`config.mk`:
```
export PLATFORM = sky130hd
export DESIGN_NAME = k503_sprite_sched_flat
export DESIGN_NICKNAME = d
export VERILOG_FILES = /design/src/rtl/k503_sprite_sched_if.sv /design/src/rtl/k503_sprite_sched.sv /design/src/flat_wrapper.sv
export SDC_FILE = /design/constraint.sdc
export NUM_CORES = 1
export LEC_CHECK = 0
export ABC_CLOCK_PERIOD_IN_PS = 2700
export BUFFER_PORTS_ARGS = -buffer_cell sky130_fd_sc_hd__buf_2
export CAP_MARGIN = 20
export CORE_AREA = 2 2 89 91
export DETAILED_ROUTE_END_ITERATION = 10
export DIE_AREA = 0 0 91 93
export HOLD_SLACK_MARGIN = 0.06
export PLACE_DENSITY_LB_ADDON = 0.2
export SYNTH_ARGS = -nofsm -noshare
export SYNTH_HDL_FRONTEND = slang
export SYNTH_SLANG_ARGS = --single-unit
```
`constraint.sdc`:
```
create_clock -name CLK -period 2.7 [get_ports CLK]
set_clock_uncertainty 0.05 [all_clocks]
set_input_delay 0 -clock CLK [delete_from_list [all_inputs] [get_ports CLK]]
set_output_delay 0 -clock CLK [all_outputs]
set_load 0.02 [all_outputs]
```
`src/rtl/k503_sprite_sched_if.sv`:
```
`default_nettype none
// ============================================================================
// Module   : k503_sprite_sched_if
// Purpose  : Bundle of the sprite scheduler's RAM, 503 and descriptor signals.
// Revision : 1.0 - initial release
// ============================================================================
interface k503_sprite_sched_if;
  logic       CEN;
  logic       LINE_START;
  logic [7:0] VCNT;
  logic [7:0] SPR_A;
  logic [7:0] SPR_D;
  logic [7:0] OB;
  logic       K_H4;
  logic       K_H8;
  logic       K_LD;
  logic       OCS;
  logic [5:0] R;
  logic       HIT_VALID;
  logic       HIT_READY;
  logic [7:0] HIT_CODE;
  logic [7:0] HIT_ATTR;
  logic [7:0] HIT_X;
  logic [5:0] HIT_ROW;
  logic       BUSY;
  logic       OVERFLOW;

  modport master (
    input  CEN, LINE_START, VCNT, SPR_D, OCS, R, HIT_READY,
    output SPR_A, OB, K_H4, K_H8, K_LD, HIT_VALID, HIT_CODE, HIT_ATTR,
           HIT_X, HIT_ROW, BUSY, OVERFLOW
  );

  modport slave (
    output CEN, LINE_START, VCNT, SPR_D, OCS, R, HIT_READY,
    input  SPR_A, OB, K_H4, K_H8, K_LD, HIT_VALID, HIT_CODE, HIT_ATTR,
           HIT_X, HIT_ROW, BUSY, OVERFLOW
  );
endinterface
`default_nettype wire

```
`src/rtl/k503_sprite_sched.sv`:
```
`default_nettype none
// ============================================================================
// Module   : k503_sprite_sched
// Purpose  : Per-scanline sprite RAM walk driving the 503 and emitting hits.
// Revision : 1.0 - initial release
// ============================================================================
module k503_sprite_sched #(
  parameter int NUM_SPR  = 24,
  parameter int MAX_HITS = 8
) (
  input  logic                CLK,
  input  logic                nRESET,
  k503_sprite_sched_if.master bus
);

  localparam logic [5:0] c_last_slot = 6'(NUM_SPR - 1);
  localparam logic [3:0] c_max_hits  = 4'(MAX_HITS);

  typedef enum logic [3:0] {
    S_IDLE   = 4'd0,
    S_ADDR   = 4'd1,
    S_YPH    = 4'd2,
    S_DATPH  = 4'd3,
    S_EVAL   = 4'd4,
    S_F_CODE = 4'd5,
    S_F_ATTR = 4'd6,
    S_F_X    = 4'd7,
    S_PUSH   = 4'd8,
    S_NEXT   = 4'd9
  } state_t;

  state_t     r_state;
  state_t     w_state_nxt;
  logic [5:0] r_slot;
  logic [5:0] w_slot_nxt;
  logic [3:0] r_hits;
  logic       r_overflow;
  logic       w_set_ovf;
  logic [7:0] r_spr_a;
  logic [7:0] r_ob;
  logic [7:0] r_code;
  logic [7:0] r_attr;
  logic [5:0] r_row;
  logic       r_k_ld;
  logic       r_k_h4;
  logic       r_hit_valid;
  logic [7:0] r_hit_code;
  logic [7:0] r_hit_attr;
  logic [7:0] r_hit_x;
  logic [5:0] r_hit_row;
  logic       w_pending;
  logic       w_xfer;
  logic       w_load;
  logic       w_unused_vcnt;

  // A descriptor being accepted this edge frees the output slot for a new load.
  assign w_pending     = r_hit_valid & ~bus.HIT_READY;
  assign w_xfer        = r_hit_valid & bus.HIT_READY;
  assign w_load        = bus.CEN & ~bus.LINE_START & ~w_pending & (r_state == S_PUSH);
  assign w_unused_vcnt = ^bus.VCNT;

  always_ff @(posedge CLK) begin
    if (!nRESET) begin
      r_state <= S_IDLE;
    end else if (bus.CEN) begin
      r_state <= w_state_nxt;
    end
  end

  always_comb begin
    w_state_nxt = r_state;
    w_slot_nxt  = r_slot;
    w_set_ovf   = 1'b0;
    unique case (r_state)
      S_IDLE:   w_state_nxt = S_IDLE;
      S_ADDR:   w_state_nxt = S_YPH;
      S_YPH:    w_state_nxt = S_DATPH;
      S_DATPH:  w_state_nxt = S_EVAL;
      S_EVAL: begin
        if (bus.OCS) begin
          w_state_nxt = S_NEXT;
        end else if (r_hits == c_max_hits) begin
          w_state_nxt = S_IDLE;
          w_set_ovf   = 1'b1;
        end else begin
          w_state_nxt = S_F_CODE;
        end
      end
      S_F_CODE: w_state_nxt = S_F_ATTR;
      S_F_ATTR: w_state_nxt = S_F_X;
      S_F_X:    w_state_nxt = S_PUSH;
      S_PUSH:   if (!w_pending) w_state_nxt = S_NEXT;
      S_NEXT: begin
        if (r_slot == c_last_slot) begin
          w_state_nxt = S_IDLE;
        end else begin
          w_state_nxt = S_ADDR;
          w_slot_nxt  = r_slot + 6'd1;
        end
      end
      default:  w_state_nxt = S_IDLE;
    endcase
    // A line start restarts the walk from any state, including mid-fetch.
    if (bus.LINE_START) begin
      w_state_nxt = S_ADDR;
      w_slot_nxt  = 6'd0;
      w_set_ovf   = 1'b0;
    end
  end

  always_ff @(posedge CLK) begin
    if (!nRESET) begin
      r_slot      <= 6'd0;
      r_hits      <= 4'd0;
      r_overflow  <= 1'b0;
      r_spr_a     <= 8'd0;
      r_ob        <= 8'd0;
      r_code      <= 8'd0;
      r_attr      <= 8'd0;
      r_row       <= 6'd0;
      r_k_ld      <= 1'b1;
      r_k_h4      <= 1'b0;
      r_hit_valid <= 1'b0;
      r_hit_code  <= 8'd0;
      r_hit_attr  <= 8'd0;
      r_hit_x     <= 8'd0;
      r_hit_row   <= 6'd0;
    end else begin
      if (bus.CEN) begin
        r_slot <= w_slot_nxt;
        r_k_ld <= !(w_state_nxt inside {S_YPH, S_DATPH, S_EVAL});
        r_k_h4 <= (w_state_nxt == S_DATPH);
        case (w_state_nxt)
          S_ADDR:   r_spr_a <= {w_slot_nxt, 2'b00};
          S_F_CODE: r_spr_a <= {w_slot_nxt, 2'b01};
          S_F_ATTR: r_spr_a <= {w_slot_nxt, 2'b10};
          S_F_X:    r_spr_a <= {w_slot_nxt, 2'b11};
          default:  ;
        endcase
        if (bus.LINE_START) begin
          r_hits     <= 4'd0;
          r_overflow <= 1'b0;
        end else begin
          // RAM data trails the address by one CEN, so each byte lands a state later.
          case (r_state)
            S_YPH:    r_ob <= bus.SPR_D;
            S_EVAL: begin
              r_row <= bus.R;
              if (w_set_ovf) r_overflow <= 1'b1;
            end
            S_F_ATTR: r_code <= bus.SPR_D;
            S_F_X:    r_attr <= bus.SPR_D;
            S_PUSH:   if (w_load && (r_hits != c_max_hits)) r_hits <= r_hits + 4'd1;
            default:  ;
          endcase
        end
      end
      if (w_load) begin
        r_hit_valid <= 1'b1;
        r_hit_code  <= r_code;
        r_hit_attr  <= r_attr;
        r_hit_x     <= bus.SPR_D;
        r_hit_row   <= r_row;
      end else if (w_xfer) begin
        r_hit_valid <= 1'b0;
      end
    end
  end

  assign bus.SPR_A     = r_spr_a;
  assign bus.OB        = r_ob;
  assign bus.K_LD      = r_k_ld;
  assign bus.K_H4      = r_k_h4;
  assign bus.K_H8      = 1'b0;
  assign bus.HIT_VALID = r_hit_valid;
  assign bus.HIT_CODE  = r_hit_code;
  assign bus.HIT_ATTR  = r_hit_attr;
  assign bus.HIT_X     = r_hit_x;
  assign bus.HIT_ROW   = r_hit_row;
  assign bus.BUSY      = (r_state != S_IDLE);
  assign bus.OVERFLOW  = r_overflow;

endmodule
`default_nettype wire

```
`src/flat_wrapper.sv`:
```
// flat-port wrapper written by rule: the top's interface ports become plain ports
module k503_sprite_sched_flat 
#(
  parameter int NUM_SPR  = 24,
  parameter int MAX_HITS = 8
)
  (CLK, nRESET, bus_CEN, bus_LINE_START, bus_VCNT, bus_SPR_D, bus_OCS, bus_R, bus_HIT_READY, bus_SPR_A, bus_OB, bus_K_H4, bus_K_H8, bus_K_LD, bus_HIT_VALID, bus_HIT_CODE, bus_HIT_ATTR, bus_HIT_X, bus_HIT_ROW, bus_BUSY, bus_OVERFLOW);
  k503_sprite_sched_if bus_i ();
  input  logic CLK;
  input  logic nRESET;
  input wire logic [$bits(bus_i.CEN)-1:0] bus_CEN;
  input wire logic [$bits(bus_i.LINE_START)-1:0] bus_LINE_START;
  input wire logic [$bits(bus_i.VCNT)-1:0] bus_VCNT;
  input wire logic [$bits(bus_i.SPR_D)-1:0] bus_SPR_D;
  input wire logic [$bits(bus_i.OCS)-1:0] bus_OCS;
  input wire logic [$bits(bus_i.R)-1:0] bus_R;
  input wire logic [$bits(bus_i.HIT_READY)-1:0] bus_HIT_READY;
  output wire logic [$bits(bus_i.SPR_A)-1:0] bus_SPR_A;
  output wire logic [$bits(bus_i.OB)-1:0] bus_OB;
  output wire logic [$bits(bus_i.K_H4)-1:0] bus_K_H4;
  output wire logic [$bits(bus_i.K_H8)-1:0] bus_K_H8;
  output wire logic [$bits(bus_i.K_LD)-1:0] bus_K_LD;
  output wire logic [$bits(bus_i.HIT_VALID)-1:0] bus_HIT_VALID;
  output wire logic [$bits(bus_i.HIT_CODE)-1:0] bus_HIT_CODE;
  output wire logic [$bits(bus_i.HIT_ATTR)-1:0] bus_HIT_ATTR;
  output wire logic [$bits(bus_i.HIT_X)-1:0] bus_HIT_X;
  output wire logic [$bits(bus_i.HIT_ROW)-1:0] bus_HIT_ROW;
  output wire logic [$bits(bus_i.BUSY)-1:0] bus_BUSY;
  output wire logic [$bits(bus_i.OVERFLOW)-1:0] bus_OVERFLOW;
  assign bus_i.CEN = bus_CEN;
  assign bus_i.LINE_START = bus_LINE_START;
  assign bus_i.VCNT = bus_VCNT;
  assign bus_i.SPR_D = bus_SPR_D;
  assign bus_i.OCS = bus_OCS;
  assign bus_i.R = bus_R;
  assign bus_i.HIT_READY = bus_HIT_READY;
  assign bus_SPR_A = bus_i.SPR_A;
  assign bus_OB = bus_i.OB;
  assign bus_K_H4 = bus_i.K_H4;
  assign bus_K_H8 = bus_i.K_H8;
  assign bus_K_LD = bus_i.K_LD;
  assign bus_HIT_VALID = bus_i.HIT_VALID;
  assign bus_HIT_CODE = bus_i.HIT_CODE;
  assign bus_HIT_ATTR = bus_i.HIT_ATTR;
  assign bus_HIT_X = bus_i.HIT_X;
  assign bus_HIT_ROW = bus_i.HIT_ROW;
  assign bus_BUSY = bus_i.BUSY;
  assign bus_OVERFLOW = bus_i.OVERFLOW;
  k503_sprite_sched #(.NUM_SPR(NUM_SPR), .MAX_HITS(MAX_HITS)) u_core (.CLK(CLK), .nRESET(nRESET), .bus(bus_i));
endmodule
```
==> flow_metrics.tcl <==
set metrics [dict create \
    drive_gt1_frac 0.220 \
    wirelength_microns 8350 \
    hold_violations 0 \
    setup_viol 0 \
    critPathKind "reg2reg" \
    core_sq_mm 0.00753 \
    die_x_microns 91 \
    clock_path_buffers 2 \
    place_ws_ns 0.235 \
    synth_area_sq_mm 0.00389 \
    worstMarginPinSlew_ns 0.951 \
    max_stage_delay_ns 0.77 \
    internal_power_uw 2050 \
    fp.dieArea_sq_mm 0.00846 \
    grt_max_degree 40 \
    vias 3046 \
    placed_area_sq_mm 0.00426 \
    hpwl_microns 5550 \
    cts_resized 0 \
    cp.required_ns 2.94 \
    yosys_warnings 0 \
    stdcell_count 602 \
    rsz0062_at_grt "false" \
    area_growth_pct 20.5 \
    design_area_sq_mm 0.00469 \
    p_clk_frac 0.452 \
    cts_buffers 9 \
    nets 527 \
    final_cell_mix "nand2_1 (96), dfxtp_1 (86), buf_2 (70)" \
    finalCritPeriodShare 0.922 \
    routed_via_density 5.06 \
    yosysTopAreaCell "dfxtp_1" \
    path_cells "or4b_4 -> nor2_1 -> nor4b_1 -> nor3_2 -> mux2i_1" \
    worstSetupStartpointType "flop" \
    crit_slowest_cell "nor3_2" \
    drv_slew 0 \
    synth_nets 448 \
    synth_cells 417 \
    yosysTopAreaCellShare 0.442 \
    fp.dieH_microns 93 \
    synth_edf_count 0 \
    fin_tns_setup_ns 0 \
    root_buffer "clkbuf_8" \
    antenna_cells 0 \
    clk_pin_slew_ns 0.09 \
    path_depth 5 \
    worst-r2r-cell-count 5 \
    crit_path_end_kind "flop" \
    cp_top_family "simple AND/OR/NAND/NOR gates" \
    yosys-top-cells-area "dfxtp_1 (44%), mux2i_1 (11%), nand2_1 (9.3%), a21boi_0 (6.4%), nor2b_1 (5.0%)" \
    io_pins 80 \
    cts_max_level 3 \
    seq_area_frac_synth 0.442 \
    antenna_found_initial 0 \
    worst_skew_pair.late_latency_ns 0.35 \
    cp.arrival_ns 2.72 \
    p_leak_uw 0.00193 \
    synth_top_flop_cell "dfxtp_1" \
    dr.pass1.iters 4 \
    wl_per_cell_microns 13.9 \
    whs_path_depth 4 \
    cts_sinks 86 \
    pwr-share-seq 0.491 \
    cap_violations 0 \
    initial_core_util 0.517 \
    swShare 0.213 \
    dp_cells 570 \
    max_clock_freq_mhz 402 \
    ant_nets 0 \
    vdd_drop_max_v 0.000292 \
    grt_pass1_vias 2937 \
    setup_ws_ns 0.211 \
    p_switching_uw 555 \
    max_slew_margin 0.362 \
    final_common_cell "nand2_1" \
    hp-class "in2reg" \
    path_buf_inv 0 \
    avgSynthCellArea_sq_um 9.33 \
    rows 32 \
    drcViolationCount 0 \
    power_density_mw_per_mm2 556 \
    status "finished, final reports clean" \
    grt_usage 0.206 \
    synth_cell_types 61 \
    grt_pass1_wl_microns 14100 \
    synth-seq-cells 86 \
    drtIter0Drc 155 \
    synthArstFlopShare 0 \
    port_buffers 70 \
    cts_setup_buffers 0 \
    gp_congestion 0.859 \
    final.min_clock_period_ns 2.49 \
    grt-ovfl-total 0 \
    cts_hold_buffers 17 \
    cts_tree "built" \
    crit_fanout 11 \
    pwr-share-comb 0.057 \
]
[per-layer routing]
metal  up-vias  wire, microns  GRT usage
met1      1408           4210      0.285
li1       1567              -          -
met5         -              0          0
met2        62           3720      0.319
met3         9            318     0.0467
met4         0             99     0.0720
[worst min-delay path, delay by kind of cell]
kind	cells	cell delay, ns
simple gates	1	0.07
mux	1	0.06
buf+inv	1	0.25
compound gates	1	0.09
[state kept, by name, summed over array words and instances (netlist names), 8 cells and up]
| signal | cells |
|---|---|
| u_core.bus.HIT_ATTR | 8 |
| u_core.bus.HIT_CODE | 8 |
| u_core.bus.HIT_X | 8 |
| u_core.bus.OB | 8 |
| u_core.bus.SPR_A | 8 |
| u_core.r_attr | 8 |
| u_core.r_code | 8 |
[synth_stat cells (all sizes together) (2+ instances only)]
| cell type | instances |
|---|---|
| mux2 | 2 |
| inv | 5 |
| a21boi | 36 |
| buf | 11 |
| xor2 | 2 |
| nor3 | 5 |
| and2 | 3 |
| dfxtp | 86 |
| nand4 | 3 |
| o211ai | 2 |
| nor4b | 2 |
| nor2 | 12 |
| a32oi | 2 |
| nand4bb | 2 |
| nand3b | 3 |
| mux2i | 41 |
| o21ai | 6 |
| or4b | 2 |
| nand2b | 3 |
| o21a | 2 |
| a21oi | 9 |
| clkbuf | 14 |
| nor2b | 31 |
| nand3 | 8 |
| nand2 | 96 |
| nor3b | 2 |
| ha | 3 |
[final cells by class]
cell class,count,area [sq um]
inverters,6,22.5
flip-flops and latches,86,1720
well taps,102,128
clock inverters,5,131
repair buffers,94,573
multi-input cells,299,1990
fillers,671,2840
clock buffers,10,128
[path summary, 6_finish.rpt]
path / startpoint / endpoint / slack (ns)
hold / removal: bus_LINE_START / u_core.bus.SPR_A[7] / 0.11
setup / recovery: u_core.r_state[0] / u_core.bus.OB[0] / 0.21
setup reg to reg: u_core.r_state[0] / u_core.bus.OB[0] / 0.21
hold reg to reg: u_core.r_row[5] / u_core.bus.HIT_ROW[5] / 0.41
[per-stage QoR]
| step | utilization | power (uW) | hold WS (ns) |
|---|---|---|---|
| after global placement | 0.566 | 1440 | 0.207 |
| final | 0.623 | 2610 | 0.112 |
| after global routing | 0.623 | 2690 | 0.114 |
| after detailed placement | 0.566 | 1440 | 0.219 |
| after floorplan | - | 1400 | 0.0922 |
| after CTS | 0.623 | 2630 | 0.0861 |
[cell families (layout without fill, tap and decap cells)]
group | after synthesis | count (layout) | synth area share
AO/OA/AOI/OAI | 68 | 68 | 0.133
XOR/XNOR | 3 | 3 | 0.00675
adder cells (fa/ha/maj) | 3 | 3 | 0.00964
buffers and inverters | 32 | 115 | 0.0498
flip-flops | 86 | 86 | 0.442
multiplexers | 43 | 43 | 0.111
other | 1 | 1 | 0.000963
AND/OR/NAND/NOR | 181 | 181 | 0.246
[power groups by stage]
stage	clock (uW)	combinational (uW)	sequential, uW
after floorplan	0	92.5	1310
final	1180	149	1280
after CTS	1200	149	1280
after global routing	1250	161	1280
after global placement	0	129	1310
after detailed placement	0	130	1310
(Power assumes the default switching activity.)
